### src/rtl/mem_stage_lsu.sv
// Memory-access stage controller: runs one data-cache transaction per memory
// instruction, stalls EX/MEM until it completes, and formats load results.
module mem_stage_lsu (
  input  logic        clock,
  input  logic        reset,
  input  logic        valid,
  input  logic        is_load,
  input  logic        is_store,
  input  logic        is_unsigned,
  input  logic [3:0]  ls_size,
  input  logic [63:0] ls_address,
  input  logic [63:0] src2,
  input  logic        redirect_flush,
  output logic        dc_req_valid,
  input  logic        dc_req_ready,
  output logic [63:0] dc_req_addr,
  output logic        dc_req_wen,
  output logic [63:0] dc_req_wdata,
  output logic [7:0]  dc_req_wmask,
  input  logic        dc_resp_valid,
  input  logic [63:0] dc_resp_rdata,
  output logic        mem_stall,
  output logic        misaligned,
  output logic [63:0] opload_read_data_wb
);

  typedef enum logic [2:0] {
    S_IDLE,
    S_REQ,
    S_WAIT,
    S_DONE,
    S_DRAIN
  } state_t;

  state_t      state;
  state_t      state_next;

  logic        memop;
  logic        mis_raw;
  logic        mis_access;
  logic        go;
  logic [2:0]  offset;
  logic [5:0]  bit_shift;
  logic        req_raw;
  logic        capture;
  logic        store_sel;
  logic [7:0]  base_mask;
  logic [63:0] shifted;
  logic [63:0] load_fmt;

  assign memop     = valid & (is_load | is_store);
  assign offset    = ls_address[2:0];
  assign bit_shift = {offset, 3'b000};

  always_comb begin
    mis_raw = 1'b0;
    case (ls_size)
      4'b0010: mis_raw = offset[0];
      4'b0100: mis_raw = |offset[1:0];
      4'b1000: mis_raw = |offset;
      default: mis_raw = 1'b0;
    endcase
  end

  assign mis_access = memop & mis_raw;
  assign go         = memop & ~mis_raw;
  assign misaligned = mis_access & ~reset;

  always_ff @(posedge clock) begin
    if (reset) begin
      state <= S_IDLE;
    end else begin
      state <= state_next;
    end
  end

  // REQ drops the request on a flush so nothing is accepted for a killed op.
  always_comb begin
    state_next = state;
    req_raw    = 1'b0;
    capture    = 1'b0;
    case (state)
      S_IDLE: begin
        req_raw = go & ~redirect_flush;
        if (req_raw) begin
          state_next = dc_req_ready ? S_WAIT : S_REQ;
        end
      end
      S_REQ: begin
        req_raw = ~redirect_flush;
        if (redirect_flush) begin
          state_next = S_IDLE;
        end else if (dc_req_ready) begin
          state_next = S_WAIT;
        end
      end
      S_WAIT: begin
        if (dc_resp_valid) begin
          state_next = redirect_flush ? S_IDLE : S_DONE;
          capture    = ~redirect_flush & is_load;
        end else if (redirect_flush) begin
          state_next = S_DRAIN;
        end
      end
      S_DONE: begin
        state_next = S_IDLE;
      end
      S_DRAIN: begin
        if (dc_resp_valid) begin
          state_next = S_IDLE;
        end
      end
      default: begin
        state_next = S_IDLE;
      end
    endcase
  end

  assign dc_req_valid = req_raw & ~reset;
  assign mem_stall    = ~reset & ((go & (state == S_IDLE || state == S_REQ || state == S_WAIT))
                                  | (state == S_DRAIN));

  assign dc_req_addr = {ls_address[63:3], 3'b000};
  assign store_sel   = valid & is_store;
  assign dc_req_wen  = store_sel;

  always_comb begin
    base_mask = '0;
    case (ls_size)
      4'b0001: base_mask = 8'h01;
      4'b0010: base_mask = 8'h03;
      4'b0100: base_mask = 8'h0F;
      4'b1000: base_mask = 8'hFF;
      default: base_mask = '0;
    endcase
  end

  assign dc_req_wdata = store_sel ? (src2 << bit_shift) : '0;
  assign dc_req_wmask = store_sel ? (base_mask << offset) : '0;

  always_comb begin
    shifted  = dc_resp_rdata >> bit_shift;
    load_fmt = shifted;
    case (ls_size)
      4'b0001: load_fmt = is_unsigned ? {56'd0, shifted[7:0]}
                                      : {{56{shifted[7]}}, shifted[7:0]};
      4'b0010: load_fmt = is_unsigned ? {48'd0, shifted[15:0]}
                                      : {{48{shifted[15]}}, shifted[15:0]};
      4'b0100: load_fmt = is_unsigned ? {32'd0, shifted[31:0]}
                                      : {{32{shifted[31]}}, shifted[31:0]};
      default: load_fmt = shifted;
    endcase
  end

  always_ff @(posedge clock) begin
    if (reset) begin
      opload_read_data_wb <= '0;
    end else if (capture) begin
      opload_read_data_wb <= load_fmt;
    end
  end

endmodule

### config.mk
export PLATFORM = sky130hd
export DESIGN_NAME = mem_stage_lsu
export DESIGN_NICKNAME = d
export VERILOG_FILES = /design/src/rtl/mem_stage_lsu.sv
export SDC_FILE = /design/constraint.sdc
export NUM_CORES = 1
export LEC_CHECK = 0
export CORE_AREA = 2 2 160 162
export CTS_BUF_LIST = sky130_fd_sc_hd__clkbuf_4
export CTS_CLUSTER_SIZE = 20
export DETAILED_ROUTE_END_ITERATION = 12
export DIE_AREA = 0 0 162 164
export PLACE_DENSITY_LB_ADDON = 0.15
export SETUP_SLACK_MARGIN = 0.02
export SLEW_MARGIN = 20
export SYNTH_ARGS = -nofsm -noshare
export SYNTH_HDL_FRONTEND = slang
export SYNTH_SLANG_ARGS = --single-unit
### constraint.sdc
create_clock -name clock -period 3.2 [get_ports clock]
set_clock_uncertainty 0.1 [all_clocks]
set_input_delay 0.64 -clock clock [delete_from_list [all_inputs] [get_ports clock]]
set_output_delay 0.64 -clock clock [all_outputs]
set_load 0.01 [all_outputs]
==> results of run 1 <==
flip-flops by register name, indices dropped and copies added, names as in the netlist:
register	flops
state	3
opload_read_data_wb	64
metal layers:
layer	up-vias	track usage (%)	part of all wire, %
li1	3564	-	-
met1	3690	31.5	44
met2	324	36.4	45
met3	59	5.68	8.2
met4	0	6.60	2.4
met5	-	0	0
kinds of logic (layout without fill, tap and decap cells):
family / Yosys count / after routing / synth area share, %
XOR/XNOR: 3 / 3 / 0.362
multiplexers: 159 / 159 / 29.4
other: 1 / 5 / 0.0517
AO/OA/AOI/OAI: 190 / 190 / 20.5
buffers and inverters: 148 / 390 / 12.2
flip-flops: 67 / 67 / 18.5
AND/OR/NAND/NOR: 291 / 291 / 19.0
synth_stat cells, types with 6 or more instances:
| cell type | number | share of area (%) |
|---|---|---|
| a22oi_1 | 19 | 2.0 |
| mux4_2 | 39 | 12 |
| a311oi_1 | 6 | 0.72 |
| and3_1 | 10 | 0.86 |
| mux2i_1 | 83 | 11 |
| o21ai_0 | 38 | 2.6 |
| a21oi_1 | 32 | 2.2 |
| mux2_2 | 34 | 5.3 |
| a211oi_1 | 20 | 2.1 |
| dfxtp_1 | 67 | 18 |
| a211oi_2 | 38 | 6.6 |
| a22o_1 | 15 | 1.8 |
| nand2b_1 | 9 | 0.78 |
| and2_1 | 17 | 1.5 |
| buf_2 | 28 | 1.9 |
| buf_4 | 68 | 7.0 |
| nor3_1 | 22 | 1.5 |
| nor2_1 | 132 | 6.8 |
| clkbuf_1 | 36 | 1.9 |
| nor2b_1 | 19 | 1.6 |
| nand2_1 | 59 | 3.1 |
cell usage in the layout, fill, tap and decap left out, types with 34 or more instances in the layout:
master           Yosys  layout
o21ai_0             38      35
a211oi_2            38      40
mux2_2              34      34
clkdlybuf4s50_1      0     249
nand2_1             59      56
dfxtp_1             67      67
mux4_2              39      39
nor2_1             132     130
mux2i_1             83      83
buf_4               68      72
per-stage QoR:
| stage | instance area [sq um] | TNS, ns | cells |
|---|---|---|---|
| 2_1_floorplan | 7260 | 0 | 861 |
| 3_3_place_gp | 10400 | -4.63 | 1412 |
| 3_5_place_dp | 10400 | -6.15 | 1412 |
| 4_1_cts | 10600 | 0 | 1432 |
| 5_1_grt | 10700 | 0 | 1435 |
| 6_report | 10700 | 0 | 1435 |
worst max-delay path, delay by kind of cell:
| kind | cells | cell delay, ns |
|---|---|---|
| buffers and inverters | 3 | 1.25 |
| AND/OR/NAND/NOR | 3 | 0.47 |
path summary, 6_finish.rpt:
path,from,end,cells past startpoint
setup / recovery,valid,dc_req_wdata[7],6
hold / removal,opload_read_data_wb[15]$_SDFFE_PP0P_,opload_read_data_wb[15]$_SDFFE_PP0P_,2
setup reg to reg,state[0]$_SDFFE_PP0P_,opload_read_data_wb[50]$_SDFFE_PP0P_,5
hold reg to reg,opload_read_data_wb[15]$_SDFFE_PP0P_,opload_read_data_wb[15]$_SDFFE_PP0P_,2
timing repair:
action / in CTS / in global routing
buffers inserted: 4 / 0
endpoints found under the setup margin: 50 / 29
hold buffers: 0 / 0
cloned: 0 / 1
pin swaps: 2 / 0
resized for setup: 41 / 19
final cells by class:
cell class / instances / area [sq um]
Antenna cell: 2 / 5.00
Inverter: 6 / 22.5
Timing Repair Buffer: 368 / 3630
Sequential cell: 67 / 1340
Tap cell: 330 / 413
Clock inverter: 7 / 77.6
Fill cell: 2558 / 14100
Clock buffer: 9 / 67.6
Multi-Input combinational cell: 646 / 5120
power groups by stage:
stage,clock (uW),combinational [uW],sequential [uW]
after detailed placement,0,1040,865
after CTS,628,1060,847
after global routing,666,1130,848
after global placement,0,1050,865
after floorplan,0,600,865
final,612,1060,846
==> results.toml, run 1 <==
[floorplan]
ios = 409
die_h_um = 164
rows = 58
dieArea_sq_um = 26600
core_area_sq_um = 24800
die_x_um = 162
start_util_pct = 29.2

[setup_path]
crit_slowest_cell = "clkdlybuf4s50_1"
start_kind = "primary input"
critPathKind = "primary input to output pin"
crit_chain = "clkdlybuf4s50_1 > nand2_2 > nor2_4 > buf_8 > and3_1 > clkdlybuf4s50_1"
crit_path_max_fanout = 15
slowest_delay_ns = 0.56
cp-end-kind = "output pin"
cp_common_cell = "clkdlybuf4s50_1"
crit_required_ns = 2.46
reg2reg_slack_ns = 1.14
cp.arrival_ns = 2.37

[timing]
fmax_mhz = 321
max_slew_margin_pct = 34.3
maxSlewViolCount = 0
tightest_slew_ns = 0.986
layout_setup_ws_ns = 0.0860
setup_viol = 0
fin_hold_ws_ns = 0.403
rsz0062_at_grt = "yes"
post-route-min-period_ns = 3.11
min_period_over_period_pct = 97.3
hold_violations = 0

[place]
gp_congestion = 0.872
hpwl_mm = 24.7
port_buffers = 283
place_ws_ns = -0.418

[power_and_ir_drop]
p_clk_share_pct = 24.3
comb_power_share_pct = 42.2
finalPower_uw = 2520
pwr-share-seq_pct = 33.6
switchingPower_uw = 890
p_int_uw = 1630
swShare_pct = 35.3
ir_drop_mv = 0.162
leakagePower_uw = 0.00412
pwr_density_cell_nw_per_um2 = 236

[routing]
dr.pass1.iters = 5
drc = 0
routedWlPerCell_um = 22.1
drt_iter0_markers = 428
vias_per_cell = 5.32
ant_nets = 0
drt_wl_total_mm = 31.7
vias = 7637

[grt]
antenna_found_initial = 2
grt_pass1_vias = 7464
grt_pass1_wl_mm = 46.9
grt_max_degree = 79
grt_usage_pct = 23.1
grt_overflow = 0

[synth]
synth_area_sq_um = 7250
ys.flop_type = "dfxtp_1"
yosys_register_bits = 67
synth_edf_count = 0
ys_warn_count = 0
ys_seq_area_share_pct = 18.5
avgSynthCellArea_sq_um = 8.45
synthCells = 859
asyncSetResetFlopFracSynth_pct = 0
synth_cell_type_count = 62

[cts]
clockBufferDepth = 2
numCtsBuffers = 9
htree_num_levels = 3
root_buffer = "clkbuf_4"
cts.clk_slew.worst_paths_ns = 0.13
cts_sinks = 67
cts_tree = "built"
insertion_delay_ns = 0.43

[job]
cap_violations = 0

[finish]
finalNetCount = 1303
final_layout_size_suffix_gt1_share_pct = 22.5
final_core_util_pct = 43.0
area_growth_pct = 47.2

[min_path]
hold_path.class = "flip-flop to flip-flop"

[outcome]
outcome = "finished clean"
Power figures use the tool's default switching activity.
==> run 2, diff against run 1 <==
- RECOVER_POWER: not set -> 25
==> results.toml, run 2 (synthesis results as in run 1) <==
[timing]
min_period_over_period_pct = 97.3
rsz0062_at_grt = "yes"
max_slew_margin_pct = -29.6
maxSlewViolCount = 66
post-route-min-period_ns = 3.11
tightest_slew_ns = 1.94
layout_setup_ws_ns = 0.0861
setup_viol = 0
tns_ns = 0
fmax_mhz = 321
hold_violations = 0

[routing]
drc = 0
vias = 7591
drt_iter0_markers = 401
drt_wl_total_mm = 31.7
routedWlPerCell_um = 22.1
vias_per_cell = 5.29
dr.pass1.iters = 5
ant_nets = 0

[power_and_ir_drop]
pwr-share-seq_pct = 33.6
leakagePower_uw = 0.00412
swShare_pct = 35.3
p_clk_share_pct = 24.3
switchingPower_uw = 890
pwr_density_cell_nw_per_um2 = 236
ir_drop_mv = 0.162
comb_power_share_pct = 42.1
p_int_uw = 1630

[floorplan]
dieArea_sq_um = 26600
start_util_pct = 29.2
ios = 409
die_x_um = 162
die_h_um = 164
rows = 58
core_area_sq_um = 24800

[finish]
area_growth_pct = 47.1
largest_reg_flops = 64
final_cell_mix = "clkdlybuf4s50_1 (247), nor2_1 (131), mux2i_1 (83), buf_4 (71), dfxtp_1 (67)"
final_layout_size_suffix_gt1_share_pct = 22.4
largest-register = "opload_read_data_wb"
fillers = 2558
reg_top3 = "opload_read_data_wb: 64 flops, state: 3 flops"
final_common_cell = "clkdlybuf4s50_1"
finalNetCount = 1303

[setup_path]
rr_worst_depth = 5
cp.arrival_ns = 2.37
start_kind = "primary input"
crit_slowest_cell = "clkdlybuf4s50_1"
crit_chain = "clkdlybuf4s50_1 > nand2_2 > nor2_4 > buf_8 > and3_1 > clkdlybuf4s50_1"
crit_required_ns = 2.46
reg2reg_slack_ns = 1.10
cp_top_family = "buffers and inverters"
r2r-start = "state[0]$_SDFFE_PP0P_"
cp-end-kind = "output pin"
crit_buf_inv = 3
reg2reg_to = "opload_read_data_wb[50]$_SDFFE_PP0P_"
critPathKind = "primary input to output pin"
cp_common_cell = "clkdlybuf4s50_1"
slowest_delay_ns = 0.56
crit_path_max_fanout = 15

[place]
gp_congestion = 0.872
place_ws_ns = -0.418
hpwl_mm = 24.7
port_buffers = 283

[cts]
hold_buffers = 0
insertion_delay_ns = 0.43
numCtsBuffers = 9
root_buffer = "clkbuf_4"
cts_tree = "built"
cts_sinks = 67
clockBufferDepth = 2
htree_num_levels = 3
cts.clk_slew.worst_paths_ns = 0.13

[job]
cap_violations = 1

[grt]
grt_pass1_vias = 7464
grt_pass1_wl_mm = 46.9
grt_max_degree = 79
grt_overflow = 0
grt_usage_pct = 23.1
antenna_found_initial = 2

[min_path]
holdPathEnd = "opload_read_data_wb[15]$_SDFFE_PP0P_"
hold_path.startpoint = "opload_read_data_wb[15]$_SDFFE_PP0P_"
hold_path.class = "flip-flop to flip-flop"
hold_depth = 2

[outcome]
violations = "max-capacitance violations, max-slew violations"
outcome = "finished with violations"
-- run 2: cell types whose count changed in the layout (fill, tap and decap cells not counted) --
cell / before / now
clkbuf_2: 0 / 1
nor2_1: 130 / 131
nor2_2: 1 / 0
buf_4: 72 / 71
dlygate4sd3_1: 0 / 2
clkdlybuf4s50_1: 249 / 247
-- run 2: cell type report --
class	count	area, sq um	area share, %
Antenna cell	2	5.00	0.0469
Inverter	6	22.5	0.211
Timing Repair Buffer	368	3630	34.0
Tap cell	330	413	3.87
Sequential cell	67	1340	12.6
Clock buffer	9	67.6	0.633
Multi-Input combinational cell	646	5120	47.9
Clock inverter	7	77.6	0.727
-- run 2: per-layer routing --
metal | GRT usage (%) | vias up | wire, um
li1 | - | 3559 | -
met1 | 31.5 | 3686 | 14000
met2 | 36.4 | 288 | 14400
met3 | 5.68 | 58 | 2520
met4 | 6.60 | 0 | 779
met5 | 0 | - | 0
-- run 2: what timing repair did --
action | CTS | global route
cloned | 0 | 1
setup buffers | 4 | 0
gates resized for setup | 41 | 19
endpoints found under the setup margin | 50 | 29
pin swaps | 2 | 0
-- run 2: metrics by stage --
step	area [sq um]	instances	total power [uW]	utilization, %	hold WS (ns)
6_report	10700	1435	2520	43.0	0.403
5_1_grt	10700	1435	2650	43.0	0.423
4_1_cts	10600	1432	2530	42.7	0.407
3_5_place_dp	10400	1412	1910	41.8	0.384
3_3_place_gp	10400	1412	1910	41.8	0.385
2_1_floorplan	7260	861	1470	-	0.411
-- run 2: power by group through the flow --
stage,Combinational [uW],Clock [uW],Sequential (uW)
after CTS,1060,628,847
after floorplan,600,0,865
after detailed placement,1040,0,865
after global placement,1050,0,865
after global routing,1130,666,848
final,1060,611,846
-- run 2: worst max path at each step --
stage	startpoint	to	slack, ns	cells after the start
floorplan	ls_address[0]	dc_req_wdata[47]	0.32	7
global placement	ls_size[2]	dc_req_wmask[1]	-0.40	7
detailed placement	ls_size[2]	dc_req_wmask[1]	-0.42	7
CTS	valid	dc_req_wdata[1]	0.04	6
global route	valid	dc_req_wdata[7]	0.009	6
finish	valid	dc_req_wdata[7]	0.09	6
-- run 2: worst reg2reg max path, stage by stage, from the launching register on --
cell and delay [ns]:
dfxtp_1 0.40, nor4b_1 0.41, nand3_1 0.23, nor4_4 0.37, buf_12 0.26, a211oi_2 0.15
